File: src/rtl/scc_mem_pkg.sv
// Shared definitions for the unified-memory arbiter: state encoding,
// requester ids and default bus widths.
package scc_mem_pkg;

    localparam int DEF_ADDR_W = 32;
    localparam int DEF_DATA_W = 32;

    // Requester ids stored in the winner latch
    localparam logic REQ_IF = 1'b0;
    localparam logic REQ_D  = 1'b1;

    typedef enum logic [1:0] {
        IDLE   = 2'd0,
        ACCESS = 2'd1,
        WAIT   = 2'd2,
        DONE   = 2'd3
    } arb_state_e;

endpackage : scc_mem_pkg

File: src/rtl/mem_arb_pick.sv
// Winner selection between fetch and data requesters, plus the
// starvation counter that eventually forces a waiting fetch through.
module mem_arb_pick
    import scc_mem_pkg::*;
#(
    parameter int STARVE_LIMIT = 4
) (
    input  logic clk,
    input  logic reset,
    input  logic idle_i,
    input  logic if_req_i,
    input  logic halt_i,
    input  logic d_req_i,
    output logic fire_o,
    output logic winner_o
);

    logic [3:0] starve_cnt_q;
    logic [3:0] starve_cnt_d;
    logic       if_elig;
    logic       starved;

    // Eligibility and winner: data by default, fetch once it has been starved
    always_comb begin
        if_elig  = if_req_i & ~halt_i;
        starved  = (starve_cnt_q == 4'(STARVE_LIMIT));
        fire_o   = idle_i & (d_req_i | if_elig);
        winner_o = REQ_IF;
        if (d_req_i && !(if_elig && starved)) begin
            winner_o = REQ_D;
        end
    end

    // Starvation count: grows on data grants that leave a fetch waiting
    always_comb begin
        starve_cnt_d = starve_cnt_q;
        if (fire_o && (winner_o == REQ_IF)) begin
            starve_cnt_d = 4'd0;
        end else if (fire_o && (winner_o == REQ_D) && if_req_i) begin
            if (!starved) begin
                starve_cnt_d = starve_cnt_q + 4'd1;
            end
        end else if (idle_i && !if_req_i) begin
            starve_cnt_d = 4'd0;
        end
    end

    // Starvation counter register
    always_ff @(posedge clk or posedge reset) begin
        if (reset) begin
            starve_cnt_q <= 4'd0;
        end else begin
            starve_cnt_q <= starve_cnt_d;
        end
    end

endmodule : mem_arb_pick

File: src/rtl/mem_arbiter.sv
// Single-outstanding arbiter sharing one memory port between the fetch
// and load/store requesters; also produces the core stall.
module mem_arbiter
    import scc_mem_pkg::*;
#(
    parameter int ADDR_W       = DEF_ADDR_W,
    parameter int DATA_W       = DEF_DATA_W,
    parameter int MEM_LATENCY  = 1,
    parameter int STARVE_LIMIT = 4
) (
    input  logic              clk,
    input  logic              reset,
    input  logic              halt,
    input  logic              if_req,
    input  logic [ADDR_W-1:0] if_addr,
    output logic              if_gnt,
    output logic              if_valid,
    output logic [DATA_W-1:0] if_rdata,
    input  logic              d_req,
    input  logic              d_we,
    input  logic [ADDR_W-1:0] d_addr,
    input  logic [DATA_W-1:0] d_wdata,
    output logic              d_gnt,
    output logic              d_valid,
    output logic [DATA_W-1:0] d_rdata,
    output logic              mem_en,
    output logic              mem_we,
    output logic [ADDR_W-1:0] mem_addr,
    output logic [DATA_W-1:0] mem_wdata,
    input  logic [DATA_W-1:0] mem_rdata,
    output logic              stall
);

    arb_state_e        state_q, state_d;
    logic [3:0]        lat_cnt_q, lat_cnt_d;
    logic              win_q, win_d;
    logic              we_q, we_d;
    logic              mem_en_q, mem_en_d;
    logic              mem_we_q, mem_we_d;
    logic [ADDR_W-1:0] mem_addr_q, mem_addr_d;
    logic [DATA_W-1:0] mem_wdata_q, mem_wdata_d;
    logic [DATA_W-1:0] if_rdata_q, if_rdata_d;
    logic [DATA_W-1:0] d_rdata_q, d_rdata_d;

    logic              fire;
    logic              winner;
    logic              is_idle;

    assign is_idle = (state_q == IDLE);

    mem_arb_pick #(
        .STARVE_LIMIT (STARVE_LIMIT)
    ) u_pick (
        .clk      (clk),
        .reset    (reset),
        .idle_i   (is_idle),
        .if_req_i (if_req),
        .halt_i   (halt),
        .d_req_i  (d_req),
        .fire_o   (fire),
        .winner_o (winner)
    );

    // Next state, latency countdown, request latches and memory strobes
    always_comb begin
        state_d     = state_q;
        lat_cnt_d   = lat_cnt_q;
        win_d       = win_q;
        we_d        = we_q;
        mem_en_d    = 1'b0;
        mem_we_d    = 1'b0;
        mem_addr_d  = mem_addr_q;
        mem_wdata_d = '0;
        if_rdata_d  = if_rdata_q;
        d_rdata_d   = d_rdata_q;

        case (state_q)
            IDLE: begin
                if (fire) begin
                    state_d  = ACCESS;
                    win_d    = winner;
                    mem_en_d = 1'b1;
                    if (winner == REQ_D) begin
                        we_d        = d_we;
                        mem_we_d    = d_we;
                        mem_addr_d  = d_addr;
                        mem_wdata_d = d_wdata;
                    end else begin
                        we_d       = 1'b0;
                        mem_addr_d = if_addr;
                    end
                end
            end
            ACCESS: begin
                lat_cnt_d = 4'(MEM_LATENCY);
                state_d   = WAIT;
            end
            WAIT: begin
                lat_cnt_d = lat_cnt_q - 4'd1;
                if (lat_cnt_q == 4'd1) begin
                    state_d = DONE;
                    if (!we_q) begin
                        if (win_q == REQ_D) begin
                            d_rdata_d = mem_rdata;
                        end else begin
                            if_rdata_d = mem_rdata;
                        end
                    end
                end
            end
            DONE: begin
                state_d = IDLE;
            end
            default: begin
                state_d = IDLE;
            end
        endcase
    end

    // State and datapath registers; reset abandons any access in flight
    always_ff @(posedge clk or posedge reset) begin
        if (reset) begin
            state_q     <= IDLE;
            lat_cnt_q   <= 4'd0;
            win_q       <= REQ_IF;
            we_q        <= 1'b0;
            mem_en_q    <= 1'b0;
            mem_we_q    <= 1'b0;
            mem_addr_q  <= '0;
            mem_wdata_q <= '0;
            if_rdata_q  <= '0;
            d_rdata_q   <= '0;
        end else begin
            state_q     <= state_d;
            lat_cnt_q   <= lat_cnt_d;
            win_q       <= win_d;
            we_q        <= we_d;
            mem_en_q    <= mem_en_d;
            mem_we_q    <= mem_we_d;
            mem_addr_q  <= mem_addr_d;
            mem_wdata_q <= mem_wdata_d;
            if_rdata_q  <= if_rdata_d;
            d_rdata_q   <= d_rdata_d;
        end
    end

    // Handshake pulses and stall decoded from the current state
    always_comb begin
        if_gnt   = (state_q == ACCESS) && (win_q == REQ_IF);
        d_gnt    = (state_q == ACCESS) && (win_q == REQ_D);
        if_valid = (state_q == DONE) && (win_q == REQ_IF);
        d_valid  = (state_q == DONE) && (win_q == REQ_D);
        stall    = (state_q == ACCESS) || (state_q == WAIT) || fire;
    end

    assign mem_en    = mem_en_q;
    assign mem_we    = mem_we_q;
    assign mem_addr  = mem_addr_q;
    assign mem_wdata = mem_wdata_q;
    assign if_rdata  = if_rdata_q;
    assign d_rdata   = d_rdata_q;

endmodule : mem_arbiter

File: config.mk
export PLATFORM = sky130hd
export DESIGN_NAME = mem_arbiter
export DESIGN_NICKNAME = d
export VERILOG_FILES = /design/src/rtl/scc_mem_pkg.sv /design/src/rtl/mem_arb_pick.sv /design/src/rtl/mem_arbiter.sv
export SDC_FILE = /design/constraint.sdc
export NUM_CORES = 1
export LEC_CHECK = 0
export CAP_MARGIN = 30
export CORE_MARGIN = 2
export CORE_UTILIZATION = 45
export CTS_CLUSTER_DIAMETER = 100
export DETAILED_ROUTE_END_ITERATION = 8
export GPL_TIMING_DRIVEN = 0
export PLACE_DENSITY_LB_ADDON = 0.08
export SLEW_MARGIN = 0
export SYNTH_ARGS = -nofsm -noshare
export SYNTH_HDL_FRONTEND = slang
export SYNTH_SLANG_ARGS = --single-unit
File: constraint.sdc
create_clock -name clk -period 12.9 [get_ports clk]
set_input_delay 1.29 -clock clk [delete_from_list [all_inputs] [get_ports clk]]
set_output_delay 1.29 -clock clk [all_outputs]
set_load 0.02 [all_outputs]
# Word level (Yosys, flattened, before mapping)
# Cells that the tools add are included.
[totals] reg_bits=142 in_bits=134 wordCells=68
[op_classes] addsub=2 n_eq_ne=8 mux=18 n_bitwise=7 reduce_logical=22
[ops] cell="32-bit 2-to-1 mux" n=4
[ops] cell="4-bit 2-to-1 mux" n=4
[ops] cell="1-bit logical AND" n=10
[ops] cell="2-bit one-hot mux with 4 select lines" n=1
[ops] cell="4-bit one-hot mux with 2 select lines" n=1
[ops] cell="4-bit AND reduction" n=2
[ops] cell="1-bit 2-to-1 mux" n=6
[ops] cell="2-bit AND reduction" n=3
[ops] cell="4-bit by 1-bit adder with 4-bit output (second input constant)" n=1
[ops] cell="2-bit == test (second input constant)" n=2
[ops] cell="4-bit by 1-bit == test with 1-bit output (second input constant)" n=1
[ops] cell="4-bit by 3-bit == test with 1-bit output (second input constant)" n=1
[ops] cell="2-bit 2-to-1 mux" n=2
[ops] cell="2-bit != test (second input constant)" n=2
[ops] cell="1-bit inverter" n=4
[ops] cell="4-bit by 1-bit subtractor with 4-bit output (second input constant)" n=1
[ops] cell="3-bit != test (second input constant)" n=1
[ops] cell="3-bit nonzero test" n=1
[ops] cell="1-bit bitwise AND" n=2
[ops] cell="2-bit by 1-bit == test with 1-bit output (second input constant)" n=1
[ops] cell="1-bit zero test" n=2
[ops] cell="2-bit zero test" n=1
[ops] cell="1-bit logical OR" n=2
[ops] cell="2-bit nonzero test" n=1
[ops] cell="1-bit bitwise OR" n=1

# Longest topological paths before layout
# Gate-level depths: netlist (run 1).
[depth] depth_word=10 mapped_depth=7 depth_no_buf=5

# Hierarchy
# A second synthesis (run 1) with hierarchy kept.
[unflattened] cells_unflattened=437 hier_area_um2=6008.3
[by_module_without_submodules] module="mem_arbiter" n_inst=1 cells_each=401 area_per_inst_um2=5684.2
[by_module_without_submodules] module="mem_arb_pick" n_inst=1 cells_each=36 area_per_inst_um2=324.1

# Least setup slack after synthesis (run 1)
# Ideal clock, no wire load.
[synth_path] path_kind="input -> output" startpoint="input if_req" endpoint="output stall" arrival_time_ns=2.181 slack_ns=9.429 stages=5 path_buffers=2 path_cell_list="nor2b_1 -> buf_2 -> o21ai_2 -> buf_2 -> nand2_1"
[synth_via] elab_chain_len=4
[synth_lines] item="start, declared" line_no="mem_arbiter.sv:14" text="input logic if_req,"
[synth_lines] item="1-bit bitwise AND" line_no="mem_arb_pick.sv:25" text="if_elig = if_req_i & ~halt_i;"
[synth_lines] item="1-bit bitwise OR" line_no="mem_arb_pick.sv:27" text="fire_o = idle_i & (d_req_i | if_elig);"
[synth_lines] item="1-bit bitwise AND" line_no="mem_arb_pick.sv:27"
[synth_lines] item="1-bit logical OR" line_no="mem_arbiter.sv:153" text="stall = (state_q == ACCESS) || (state_q == WAIT) || fire;"
[synth_lines] item="end, declared" line_no="mem_arbiter.sv:31" text="output logic stall"
# Every way passes these cells.

# Final worst setup path (run 1)
# Same ends and word-level chain as after synthesis.

==> implementation parameters, run 1 <==
Parameter                              Value

Outcome
  Result of the run ... completed

Power and ir drop
  LEAKAGE ... 4.03 nW
  Max VDD drop ... approximately 0.11 mV
  Power density over cell area ... approximately 250 nW/um2

Synth
  Sequential-to-total area share from yosys stat ... slightly above 60%
  Most instantiated cells after synthesis ... dfrtp_1 (142), mux2_2 (62), and2_1 (35), nand3_1 (35), a21oi_1 (33)
  Synthesized netlist net count ... 575
  Number of flip-flops and latches in the synthesized netlist ... ~140
  Share of synthesized registers carrying an async set or reset ... 100%
  Yosys warnings ... 0
  Synthesized instance count ... 433
  Cell types with the largest area share after synthesis ... dfrtp_1 (61%), mux2_2 (12%), a221o_1 (5.5%)
  Leading cell type by number of instances after synthesis ... dfrtp_1
  EDFF count, synth ... 0
  Post-Syn Area per Cell ... roughly 13 um2
  Mapped Area ... just under 6000 um2
  Number of distinct library cells after synthesis ... 41
  Post-synth top area share ... about 61%
  Biggest area consumer among synthesized cells ... dfrtp_1
  Predominant post-synthesis flop cell ... dfrtp_1

Final layout
  Fraction of layout cells with a size suffix above 1 ... about 16%
  Antenna diodes ... 0
  Number of inserted filler cells in the final layout ... around 840
  Final Net Count ... around 860
  Layout-stage area growth over the synthesis result ... 61.6%
  Design Area, Final ... 9350 um2

Die
  Ports placed on the boundary ... about 270
  Placeable core area ... ~13000 um2
  Die area ... 13800 um2
  Chip height ... 117 um
  Effective utilization at floorplan ... 46.0%
  Floorplan die width ... between 100 and 150 um
  Row cnt ... 41

Worst setup path
  Crit path max-delay cell type ... clkdlybuf4s50_1
  Arrival time worst endpoint ... 3.41 ns
  Worst Setup EP ... stall
  Launch point of the critical path ... if_req
  Critical R2R Capture ... if_rdata[12]
  Worst setup path category ... in2out
  Critical Path Max Stage Delay ... 0.55 ns
  Minimum setup slack among reg-to-reg paths ... between 10 and 15 ns
  Critical Path Start Type ... input pin
  FF-to-FF path depth ... 6
  Worst path cell trace ... clkdlybuf4s50_1 -> nor2b_1 -> buf_2 -> o21ai_2 -> buf_2 -> nand2_1 -> clkdlybuf4s50_1
  Startpoint of the worst-slack reg-to-reg timing path ... state_q[0]
  CP Depth ... 7
  Number of buffers and inverters on the critical path ... 4
  Family of cells with the greatest summed delay on the critical path ... buffers and inverters
  CP Capture Type ... output port
  Required time of the worst setup path ... between 10 and 15 ns
  CP max FO ... 10

Timing
  Min cycle time layout ... between 4 and 5 ns
  Final worst clock skew ... 0.00784 ns
  Maximum achievable frequency ... 213 MHz
  Final setup viols ... 0
  RSZ-0062 raised after global routing ... no
  Period Utilization, post-route ... 36.4%
  Worst max-slew margin expressed relative to the limit ... between 60% and 70%
  Final Max Slew Viols ... 0
  Least-Margin Pin Slew ... between 0.5 and 0.6 ns
  Summed negative setup slack over all endpoints ... 0 ns
  Fin. Hold Viols ... 0

Routing
  First-pass detailed-route iteration total ... 5
  Number of violations reported at the end of detailed-routing iteration 0 ... around 260
  Wire length per cell ... 18.0 um
  DRC violations left ... 0
  DRT Wirelength ... ~16 mm
  Via density per instance ... 5.18
  Number of antenna-violating nets in the routed design ... 0
  Vias ... approximately 4700

Global route
  Grt ovf ... 0
  Gr usage total ... between 20 and 25%
  Number of global-route vias before repair ... 4869
  Number of antenna violations at the first check in global routing ... 0
  Pin count of the biggest net entering global routing ... about 110
  First-pass GRT wire length ... about 26 mm

CTS
  Clock latency on the worst-skew pair ... slightly above 0.4 ns
  Gates resized, CTS repair ... 0
  Cell at the root of the clock tree ... clkbuf_16
  Clock tree from TritonCTS ... built
  Clock edge transition at the registers on the reported setup and hold paths ... 0.05 ns
  Worst-case clock buffer depth ... 2
  Number of H-tree levels ... 4
  # Post-CTS Setup Buffers ... 0
  TritonCTS Sinks ... around 140
  Hold buffers post-CTS ... 0
  Number of buffers created by CTS ... 17

Hold path
  Type of the worst min-delay path ... reg2reg

Placement
  # port buffers ... 267
  Total placed instance area ... around 8700 um2
  Weighted congestion at the end of routability-driven global placement ... roughly 0.8
  Half-perimeter wire length after placement ... roughly 12 mm

Flow run
  Max-capacitance violation count ... 0
==> sequential cells by signal, summed over array words and instances, names as in the netlist <==
| register | flops |
|---|---|
| d_rdata | 32 |
| if_rdata | 32 |
| mem_addr | 32 |
| mem_wdata | 32 |
| lat_cnt_q | 4 |
| u_pick.starve_cnt_q | 4 |
| state_q | 2 |
| mem_en | 1 |
| mem_we | 1 |
| we_q | 1 |
| win_q | 1 |
==> cell usage in the layout (no fill, tap or decap), types with 4 or more instances in the layout <==
master and instances:
mux2_2 62, a21oi_1 33, a221o_1 32, clkbuf_8 6
nor2b_1 5, nand3_1 35, ha_1 8, clkbuf_1 14
dfrtp_1 142, buf_2 14, clkbuf_16 17, clkdlybuf4s50_1 267
nand2_1 4, bufinv_16 4, and2_1 35, inv_1 11
==> through the flow <==
| stage | total power [mW] | cells | setup WS [ns] | hold WS (ns) | util (%) |
|---|---|---|---|---|---|
| 3_5_place_dp | 1.80 | 873 | 8.19 | 0.475 | 69.3 |
| 2_1_floorplan | 1.29 | 433 | 7.80 | 0.503 | - |
| 4_1_cts | 2.33 | 904 | 8.19 | 0.487 | 74.4 |
| 5_1_grt | 2.42 | 904 | 8.07 | 0.507 | 74.4 |
| 3_3_place_gp | 1.77 | 872 | 6.10 | 0.469 | 69.0 |
| 6_report | 2.31 | 904 | 8.20 | 0.484 | 74.4 |
==> cell families (layout without fill, tap and decap cells) <==
logic type | after synthesis | after routing | synth area share (%)
muxes | 67 | 67 | 13.0
adders and majority gates | 8 | 8 | 1.73
and+or+nand+nor | 91 | 91 | 9.49
DFF | 142 | 142 | 61.4
buffers and inverters | 43 | 342 | 3.55
AOI/OAI and AO/OA | 82 | 82 | 10.8
==> how the worst min path moves through the flow <==
stage | start | to | slack (ns) | depth (start not counted)
after detailed placement | if_rdata[24] | if_rdata[24] | 0.48 | 1
after floorplan | u_pick.starve_cnt_q[0] | u_pick.starve_cnt_q[0] | 0.50 | 1
after global placement | if_rdata[24] | if_rdata[24] | 0.47 | 1
after global routing | if_rdata[24] | if_rdata[24] | 0.51 | 1
after CTS | if_rdata[24] | if_rdata[24] | 0.49 | 1
final | if_rdata[25] | if_rdata[25] | 0.48 | 1
==> cell type report <==
| cell class | instances | area, um2 | area share, % |
|---|---|---|---|
| buffer | 31 | 160 | 1.71 |
| clock buffer | 26 | 519 | 5.55 |
| clock inverter | 5 | 125 | 1.34 |
| multi-input combinational | 248 | 2030 | 21.7 |
| timing repair buffer | 268 | 2700 | 28.9 |
| sequential | 142 | 3550 | 38.0 |
| tap | 172 | 215 | 2.30 |
| inverter | 12 | 50.0 | 0.535 |
==> routing by layer <==
layer,vias to the layer above,wire [um],GRT usage (%)
li1,2145,-,-
met2,217,8150,40.6
met1,2275,6020,26.8
met5,-,0,0
met4,0,674,12.3
met3,43,1460,8.90
==> power by group <==
part / internal [mW] / switching [mW]
logic: 0.550 / 0.505
clock network: 0.353 / 0.170
registers: 0.629 / 0.105
total: 1.53 / 0.781
Note: power is estimated with default switching activity, not from simulation.
==> inputs of run 2 (changes only) <==
CORE_UTILIZATION = 41   (was 45)
clock period = 4.5 ns   (was 12.9 ns; I/O delays follow)
==> implementation parameters, run 2 (synthesized netlist as in run 1, its figures left out) <==
Parameter                              Value

Placement
  Half-perimeter wire length after placement ... between 10 and 15 mm
  Total placed instance area ... about 8700 um2
  # port buffers ... 267
  Weighted congestion at the end of routability-driven global placement ... 0.867

Worst setup path
  Worst path cell trace ... clkdlybuf4s50_1 -> nor2b_1 -> buf_2 -> o21ai_2 -> buf_2 -> nand2_1 -> clkdlybuf4s50_1
  FF-to-FF path depth ... 6
  Required time of the worst setup path ... 4.05 ns
  Startpoint of the worst-slack reg-to-reg timing path ... state_q[0]
  Number of buffers and inverters on the critical path ... 4
  Worst setup path category ... in2out
  Launch point of the critical path ... if_req
  Minimum setup slack among reg-to-reg paths ... between 2 and 2.5 ns
  CP max FO ... 10
  Critical R2R Capture ... if_rdata[12]
  CP Capture Type ... output port
  Family of cells with the greatest summed delay on the critical path ... buffers and inverters
  Arrival time worst endpoint ... 2.58 ns
  Critical Path Start Type ... input pin
  Critical Path Max Stage Delay ... between 0.5 and 0.6 ns
  Crit path max-delay cell type ... clkdlybuf4s50_1

Flow run
  Max-capacitance violation count ... 0

Routing
  DRT Wirelength ... 15.6 mm
  Vias ... around 4600
  Via density per instance ... 5.07
  First-pass detailed-route iteration total ... 6
  Number of violations reported at the end of detailed-routing iteration 0 ... between 200 and 300
  Number of antenna-violating nets in the routed design ... 0
  DRC violations left ... 0
  Wire length per cell ... roughly 17 um

Final layout
  Most frequent cells in the layout ... clkdlybuf4s50_1 (267), dfrtp_1 (142), mux2_2 (62), nand3_1 (35), and2_1 (35)
  Antenna diodes ... 0
  Final Net Count ... 862
  Commonest non-fill, non-tap cell in the layout ... clkdlybuf4s50_1
  Fraction of layout cells with a size suffix above 1 ... 16.1%
  Design Area, Final ... 9360 um2
  Layout-stage area growth over the synthesis result ... 61.7%

Global route
  Gr usage total ... roughly a fifth
  GR Util met2 ... a little over a third
  GRT met1 Usage ... approximately a quarter
  First-pass GRT wire length ... between 20 and 25 mm
  Number of global-route vias before repair ... 4709
  Number of antenna violations at the first check in global routing ... 0
  Pin count of the biggest net entering global routing ... 86
  Global route hottest layer ... met2
  Met3 track demand over resource in global routing ... roughly 6.5%
  Grt ovf ... 0

CTS
  Cell at the root of the clock tree ... clkbuf_16
  Gates resized, CTS repair ... 0
  Number of buffers created by CTS ... 17
  TritonCTS Sinks ... approximately 140
  Worst-case clock buffer depth ... 2
  # Post-CTS Setup Buffers ... 0
  Clock tree from TritonCTS ... built
  Clock edge transition at the registers on the reported setup and hold paths ... around 0.060 ns
  Number of H-tree levels ... 4
  Clock latency on the worst-skew pair ... about 0.42 ns
  Hold buffers post-CTS ... 0

Timing
  Summed negative setup slack over all endpoints ... 0 ns
  Fin. Hold Viols ... 0
  Period Utilization, post-route ... between 60% and 70%
  Min cycle time layout ... between 3 and 4 ns
  Maximum achievable frequency ... between 300 and 400 MHz
  Least-Margin Pin Slew ... 0.536 ns
  RSZ-0062 raised after global routing ... no
  Final Max Slew Viols ... 0
  Worst max-slew margin expressed relative to the limit ... between 60% and 70%
  Final setup viols ... 0
  Final worst clock skew ... ~0.0097 ns

Die
  Chip height ... 123 um
  Ports placed on the boundary ... roughly 270
  Placeable core area ... between 10000 and 15000 um2
  Effective utilization at floorplan ... 41.8%
  Die area ... 15100 um2
  Floorplan die width ... approximately 120 um
  Row cnt ... 43

Power and ir drop
  Max VDD drop ... around 0.28 mV
  Power density over cell area ... ~710 nW/um2
  LEAKAGE ... approximately 4 nW

Outcome
  Result of the run ... completed

Hold path
  Type of the worst min-delay path ... in2async
==> run 2: worst reg2reg max path, stage by stage, from the launching register on <==
cell	delay, ns
dfrtp_1	0.42
inv_1	0.11
ha_1	0.24
inv_1	0.15
nor4b_4	0.52
buf_6	0.23
mux2_2	0.35
==> run 2: worst max-delay path by stage <==
stage / to / slack (ns) / cells past startpoint
2_1_floorplan: d_rdata[0] / 0.24 / 1
3_3_place_gp: if_rdata[15] / -1.63 / 2
3_5_place_dp: stall / 1.48 / 7
4_1_cts: stall / 1.48 / 7
5_1_grt: stall / 1.32 / 7
6_report: stall / 1.47 / 7
==> run 2: final cells by class <==
cell class / instances / area, um2
multi-input cells: 248 / 2030
well taps: 180 / 225
clock inverters: 11 / 189
repair buffers: 268 / 2700
clock buffers: 21 / 450
plain buffers: 31 / 160
flip-flops and latches: 142 / 3550
fillers: 1012 / 4470
inverters: 12 / 50.0
==> run 2: where the power goes <==
part	internal, mW	switching [mW]	total (mW)	leakage, nW
sequential	1.80	0.284	2.09	1.76
combinational	1.58	1.43	3.01	1.95
clock	0.996	0.520	1.52	0.307
==> run 2: through the flow <==
stage	cells	hold WS [ns]	setup WS, ns	power [mW]	util (%)
6_report	913	0.460	1.47	6.61	67.7
5_1_grt	913	0.499	1.32	6.96	67.7
4_1_cts	913	0.470	1.48	6.68	67.7
3_5_place_dp	881	0.474	1.48	5.14	63.0
3_3_place_gp	880	0.469	-1.63	5.05	62.8
2_1_floorplan	433	0.503	0.240	3.70	-
==> run 2: per-layer routing <==
metal / vias to the layer above / share of wire [%]
met5: - / 0
met4: 0 / 2.2
met3: 26 / 7.2
met2: 197 / 51
met1: 2257 / 40
li1: 2150 / -
